File: config.mk
export PLATFORM = sky130hd
export DESIGN_NAME = vertex_transform_seq
export DESIGN_NICKNAME = d
export VERILOG_FILES = /design/src/rtl/vertex_pkg.sv /design/src/rtl/vertex_mac.sv /design/src/rtl/vertex_transform_seq.sv
export SDC_FILE = /design/constraint.sdc
export NUM_CORES = 2
export LEC_CHECK = 0
export CAP_MARGIN = 20
export CORE_AREA = 2 2 260 262
export CTS_BUF_LIST = sky130_fd_sc_hd__clkbuf_4 sky130_fd_sc_hd__clkbuf_8
export CTS_CLUSTER_SIZE = 8
export DETAILED_ROUTE_END_ITERATION = 8
export DIE_AREA = 0 0 262 264
export HOLD_SLACK_MARGIN = 0.03
export PLACE_DENSITY = 0.76
export SETUP_SLACK_MARGIN = 0.3
export SYNTH_ARGS = -nofsm -noshare
export SYNTH_HDL_FRONTEND = slang
export SYNTH_SLANG_ARGS = --single-unit
File: constraint.sdc
create_clock -name clk -period 20.7 [get_ports clk]
set_clock_uncertainty 0.15 [all_clocks]
set_input_delay 4.14 -clock clk [delete_from_list [all_inputs] [get_ports clk]]
set_output_delay 4.14 -clock clk [all_outputs]
set_load 0.01 [all_outputs]
File: src/rtl/vertex_pkg.sv
// Shared types and arithmetic helpers for the sequential vertex transform.
// Helpers take DATA_W/FRAC_W as arguments so every instance can share them.
package vertex_pkg;

    typedef enum logic [1:0] {IDLE, MAC, OUT} state_e;

    localparam int          N_ROWS   = 4;
    localparam int          N_COLS   = 4;
    localparam int          IDX_W    = 4;
    localparam logic [1:0]  LAST_COL = 2'd3;
    localparam logic [1:0]  FIRST_ROW = 2'd0;
    localparam logic [3:0]  LAST_IDX = 4'd15;

    typedef struct packed {
        logic               sat;
        logic signed [63:0] val;
    } rs_t;

    // Identity matrix entry for index row*4+col.
    function automatic logic [63:0] ident_entry(logic [3:0] idx, int unsigned frac_w);
        return (idx[3:2] == idx[1:0]) ? (64'd1 << frac_w) : 64'd0;
    endfunction

    // Round half up, then clamp to the signed data_w range.
    function automatic rs_t round_sat(logic signed [63:0] acc, int unsigned data_w,
                                      int unsigned frac_w);
        logic signed [63:0] r, hi, lo;
        rs_t o;
        r     = (acc + (64'sd1 <<< (frac_w - 1))) >>> frac_w;
        hi    = (64'sd1 <<< (data_w - 1)) - 64'sd1;
        lo    = -(64'sd1 <<< (data_w - 1));
        o.sat = 1'b0;
        o.val = r;
        if (r > hi) begin
            o.sat = 1'b1;
            o.val = hi;
        end else if (r < lo) begin
            o.sat = 1'b1;
            o.val = lo;
        end
        return o;
    endfunction

endpackage

File: src/rtl/vertex_mac.sv
// Shared signed multiply-accumulate with a rounded, saturated view of the
// running sum including the current product (used on the row-commit cycle).
module vertex_mac
    import vertex_pkg::*;
#(
    parameter int DATA_W = 16,
    parameter int FRAC_W = 8
) (
    input  logic              clk,
    input  logic              rst,
    input  logic              clr,
    input  logic              en,
    input  logic [DATA_W-1:0] a,
    input  logic [DATA_W-1:0] b,
    output logic [DATA_W-1:0] res,
    output logic              sat
);

    localparam int AW = 2 * DATA_W + 2;

    logic signed [2*DATA_W-1:0] prod;
    logic signed [AW-1:0]       acc_q, acc_d, sum;
    rs_t                        rs;

    assign prod = $signed(a) * $signed(b);
    assign sum  = acc_q + {{2{prod[2*DATA_W-1]}}, prod};
    assign rs   = round_sat({{(64-AW){sum[AW-1]}}, sum}, DATA_W, FRAC_W);
    assign res  = DATA_W'(rs.val);
    assign sat  = rs.sat;

    always_comb begin
        acc_d = acc_q;
        if (clr)
            acc_d = '0;
        else if (en)
            acc_d = sum;
    end

    always_ff @(posedge clk or posedge rst) begin
        if (rst)
            acc_q <= '0;
        else
            acc_q <= acc_d;
    end

endmodule

File: src/rtl/vertex_transform_seq.sv
// 4x4 matrix times (X,Y,Z,W) vertex using one MAC over 16 cycles per vertex,
// with a writable matrix bank and valid/ready handshakes on both sides.
module vertex_transform_seq
    import vertex_pkg::*;
#(
    parameter int DATA_W = 16,
    parameter int FRAC_W = 8
) (
    input  logic              clk,
    input  logic              rst,
    input  logic              mat_we,
    input  logic [3:0]        mat_addr,
    input  logic [DATA_W-1:0] mat_wdata,
    output logic              mat_ready,
    input  logic              in_valid,
    output logic              in_ready,
    input  logic [DATA_W-1:0] in_x,
    input  logic [DATA_W-1:0] in_y,
    input  logic [DATA_W-1:0] in_z,
    input  logic [DATA_W-1:0] in_w,
    input  logic              use_w,
    output logic              out_valid,
    input  logic              out_ready,
    output logic [DATA_W-1:0] out_p,
    output logic [DATA_W-1:0] out_q,
    output logic [DATA_W-1:0] out_r,
    output logic [DATA_W-1:0] out_s,
    output logic              out_sat
);

    localparam logic [DATA_W-1:0] ONE = DATA_W'(ident_entry(4'd0, FRAC_W));

    state_e                    state_q, state_d;
    logic [IDX_W-1:0]          rc_q, rc_d;
    logic [15:0][DATA_W-1:0]   mat_q;
    logic [3:0][DATA_W-1:0]    v_q, res_q;
    logic                      sat_q;
    logic                      idle_rdy, accept, commit;
    logic                      mac_clr, mac_en, mac_sat;
    logic [DATA_W-1:0]         mac_res;

    // Handshakes stay low for the whole time reset is held.
    assign idle_rdy  = (state_q == IDLE) && !rst;
    assign in_ready  = idle_rdy;
    assign mat_ready = idle_rdy;
    assign accept    = in_valid && idle_rdy;
    assign commit    = (state_q == MAC) && (rc_q[1:0] == LAST_COL);

    always_comb begin
        state_d   = state_q;
        rc_d      = rc_q;
        mac_clr   = 1'b0;
        mac_en    = 1'b0;
        out_valid = 1'b0;
        case (state_q)
            IDLE: begin
                if (accept) begin
                    state_d = MAC;
                    rc_d    = '0;
                    mac_clr = 1'b1;
                end
            end
            MAC: begin
                mac_en  = 1'b1;
                mac_clr = (rc_q[1:0] == LAST_COL);
                rc_d    = rc_q + 4'd1;
                if (rc_q == LAST_IDX)
                    state_d = OUT;
            end
            OUT: begin
                out_valid = 1'b1;
                if (out_ready)
                    state_d = IDLE;
            end
            default: state_d = IDLE;
        endcase
    end

    always_ff @(posedge clk or posedge rst) begin
        if (rst) begin
            state_q <= IDLE;
            rc_q    <= '0;
        end else begin
            state_q <= state_d;
            rc_q    <= rc_d;
        end
    end

    always_ff @(posedge clk or posedge rst) begin
        if (rst)
            v_q <= '0;
        else if (accept)
            v_q <= {(use_w ? in_w : ONE), in_z, in_y, in_x};
    end

    always_ff @(posedge clk or posedge rst) begin
        if (rst) begin
            for (int i = 0; i < 16; i++)
                mat_q[i] <= DATA_W'(ident_entry(4'(i), FRAC_W));
        end else if (mat_we && idle_rdy) begin
            mat_q[mat_addr] <= mat_wdata;
        end
    end

    // Row 0 restarts the sticky saturation flag so out_* only move on commits.
    always_ff @(posedge clk or posedge rst) begin
        if (rst) begin
            res_q <= '0;
            sat_q <= 1'b0;
        end else if (commit) begin
            res_q[rc_q[3:2]] <= mac_res;
            sat_q            <= (rc_q[3:2] == FIRST_ROW) ? mac_sat : (sat_q | mac_sat);
        end
    end

    vertex_mac #(.DATA_W(DATA_W), .FRAC_W(FRAC_W)) u_mac (
        .clk (clk),
        .rst (rst),
        .clr (mac_clr),
        .en  (mac_en),
        .a   (mat_q[rc_q]),
        .b   (v_q[rc_q[1:0]]),
        .res (mac_res),
        .sat (mac_sat)
    );

    assign out_p   = res_q[0];
    assign out_q   = res_q[1];
    assign out_r   = res_q[2];
    assign out_s   = res_q[3];
    assign out_sat = sat_q;

endmodule
==> summary by stage <==
Setup path
The signal arrival time at the worst endpoint is 15.11 ns. The critical path starts at rc_q[0]. The critical path in this run is classified as flip-flop to flip-flop.

The highest net fanout along the worst path is 41. The family with the most delay on the worst path is adder cells. The destination of the worst register-to-register timing path is out_r[12]. The largest stage delay on the critical path is 0.84 ns. The worst register-to-register path begins at rc_q[0]. STA classifies the critical path startpoint as a flip-flop.

The worst reg-to-reg path cell count is 41. The critical path runs through a total of 41 cells. The required time reported for the critical path endpoint is 21.11 ns. The critical-path cell with the highest stage delay is dfrtp_4. The termination of the worst setup path is out_r[12]. The worst-case register-to-register setup slack is 6.01 ns.

In this design, the critical path's most frequently occurring cell is fa_1. STA classifies the critical path endpoint as a flip-flop. Together, buffers and inverters on the worst path number 7.

Die
The die extent in x is 262 um. The number of top-level pins is 158. The vertical extent of the die is between 200 and 300 um. The floorplan core area is 66,560 sq um.

The floorplan has 95 rows. The total die area is 69,170 sq um. The initial utilization of the core area, before any placement, comes to 0.4745.

Flow run
The count of max-cap constraint violations is 0.

Synth
The async set-reset flop share out of synthesis is 1.000. dfrtp_1 is the most common cell in the netlist. In this run, synthesis produced a sequential element count of 425. After synthesis, the cell types taking the most area are dfrtp_1, fa_1, mux2_2, mux4_2, ha_1. The post-synth net total is 3,350. The main combinational cell family by area after synthesis is adder cells. Yosys mapped the design onto 87 distinct sky130hd cell types. By count the netlist is led by dfrtp_1, inv_1, nand2_1, mux2_2, fa_1. Counting flops with a built-in enable in the synthesized netlist gives 0. The most instantiated flip-flop cell in the synthesis netlist is dfrtp_1. The area fraction in compound gates after synthesis is 0.08267. The cell area that synthesis handed to floorplanning was about 32,000 sq um.

The cell type contributing the most total cell area after synthesis is dfrtp_1. The portion of synthesized area spent on multiplexers is 0.1784. The fraction of the mapped netlist area in adder cells is 0.2134. Of the total synthesized cell area, the portion taken by XOR and XNOR cells is 0.01858. The Yosys warning count is 0. The post-synthesis area per instance is 10.97 sq um. In the synthesized netlist, the number of instances is 2,879.

The simple-gate area share of the yosys netlist is 0.1062. Of the synthesized area, sequential elements account for 0.3369. The share of synthesized area in the top cell type comes to 0.3335.

Timing
Setup violations remaining at the end of the flow were counted as 0. The minimum clock period is 14.69 ns. The final count of hold timing violations is 0.

The max-slew violation total from the final report came to 0. The final total negative setup slack is 0 ns. The worst relative slew slack is 0.2084.

The share of the clock period used by the worst path is 0.7099. Setup repair after global routing left no endpoint under its margin. At the pin with the least slew margin, the transition time is ~1.2 ns.

For this run, the top clock speed supported by timing is about 0.068 GHz.

Drt
In this run, the number of DRC markers left after iteration 0 of detailed routing was 1,733. The post-route DRC violation count is 0. The pre-antenna-repair detailed-routing pass consisted of 6 iterations. The uppermost layer routed is met5.

The routed layout has 22,320 vias. Dividing the detail-routed via count by the number of cells gives 5.690. The routed metal-1 wirelength is 33,070 um. The count of nets left with antenna violations once routing finished came out at 0. The total wire length is 80,820 um. Detailed routing placed a total of 38,700 um of wire on met2. Dividing the detail-routed wire length by the instance count gives around 21 um. Detailed routing placed a total of 6263 um of wire on met3.

Clocking
After clock tree synthesis, the setup repair step added 0 buffers. The number of sinks on the clock net is 425. The clock transition at the registers of the reported paths is around 0.06 ns.

The post-cts hold buffer count is 0. The source-to-sink clock delay at the later pin of the worst-skew pair is 0.70 ns. The tree is rooted in a clkbuf_8.

TritonCTS created between 70 and 80 clock buffers. In this run, post-CTS repair resized a total of 0 instances. In this run the number of H-tree levels came out at 3.

The clock passes through at most 3 buffers. The CTS tree is yes.

Global routing
The initial antenna violation count is 8. The first global-routing pass estimated 128,800 um of wire. The total overflow left after global routing is 0. For this run, the total global-route usage over all layers was measured as 0.2404.

The via count of the first global-routing pass is 23,230. The pin count of the biggest net entering global routing is 195.

Placed design
The congestion estimate from routability-driven global placement came to 0.9576. The number of placed instances, taps included, is approximately 3,800. During placement, the flow inserted port buffers numbering 157.

The cell area after placement is between 30,000 and 40,000 sq um. Summed over all nets, the half-perimeter wirelength after detailed placement is a little under 60,000 um.

Cells and area
The post-route non-filler standard cell count is a little under 4,000. The count of nets after finishing is 3,468. The fraction of final layout cells sized beyond drive strength 1 is 0.2171. Once layout is complete, the utilization of the core stands at 0.5330. Fill cells in the final layout number 5,632. The finished cells cover 35,480 sq um. Summing all flip-flop and latch instances after layout gives 10,650 sq um. From synthesis to final layout, the design area changed by 12.31%. The footprint of the multi-input gates is 18,960 sq um.

Hold path
The path class of the tightest hold or removal check is flip-flop to flip-flop.

Run status
The flow ran to the end, and the final reports show no timing, DRC or antenna violations.
==> logic make-up after synthesis <==
| group | after synthesis |
|---|---|
| compound gates | 360 |
| xor+xnor | 67 |
| fa+ha+maj | 381 |
| buf+inv | 517 |
| flops | 425 |
| mux | 417 |
| simple gates | 712 |
==> how the worst min path moves through the flow <==
stage                     slack (ns)    start  cells past startpoint       to
after global routing            0.36  v_q[63]                      2  v_q[63]
after CTS                       0.34  v_q[61]                      2  v_q[61]
final                           0.33  v_q[61]                      2  v_q[61]
after global placement          0.31  v_q[63]                      2  v_q[63]
after detailed placement        0.32  v_q[61]                      2  v_q[61]
after floorplan                 0.29  v_q[49]                      2  v_q[49]
==> stage by stage <==
stage	hold WS, ns	setup WS (ns)
2_1_floorplan	0.2948	4.583
3_3_place_gp	0.3102	6.402
3_5_place_dp	0.3223	6.111
4_1_cts	0.3351	6.034
5_1_grt	0.3568	5.310
6_report	0.3332	6.006
==> routing by layer <==
layer  up-vias  global-route usage
met3       180             0.05335
met1     11370              0.3249
met2       830              0.3784
met5         -                   0
li1       9926                   -
met4         8             0.09299
==> final cells by class <==
class,instances,share of cell area
Antenna cell,4,0.0002822
Timing Repair Buffer,195,0.05382
Tap cell,873,0.03079
Clock buffer,111,0.03813
Inverter,366,0.03894
Clock inverter,11,0.003421
Multi-Input combinational cell,1937,0.5345
Sequential cell,425,0.3001
==> tightest hold or removal path, delay by kind of cell, from the launching register on <==
family | cells | cell delay [ns]
DFF | 1 | 0.34
AOI/OAI and AO/OA | 1 | 0.06
and+or+nand+nor | 1 | 0.04
==> sequential cells by signal, indices dropped and copies added (netlist names) <==
signal and count:
u_mac.acc_q 34, v_q 64, out_p 16, out_sat 1, rc_q 4, state_q 2
out_q 16, out_s 16, out_r 16, mat_q 256
==> placed cells by master, fill, tap and decap left out, types with 19 or more instances in the layout <==
cell type and n:
dfrtp_1 419, inv_1 365, nand2_1 320, mux2_2 317, fa_1 263, nor2_1 171, clkdlybuf4s50_1 157, ha_1 118
o21ai_0 90, mux4_2 85, clkbuf_8 83, a21oi_1 55, xnor2_1 46, o211ai_2 40, buf_4 35, nand2b_1 32
nor3_1 31, o211ai_1 28, clkbuf_4 28, a21o_1 25, nand3_1 23, xor2_1 21, o21a_1 19
Power is left out: the tool's default activity adds up to more than one toggle a clock period on the data nets, which glitch-free logic cannot reach.
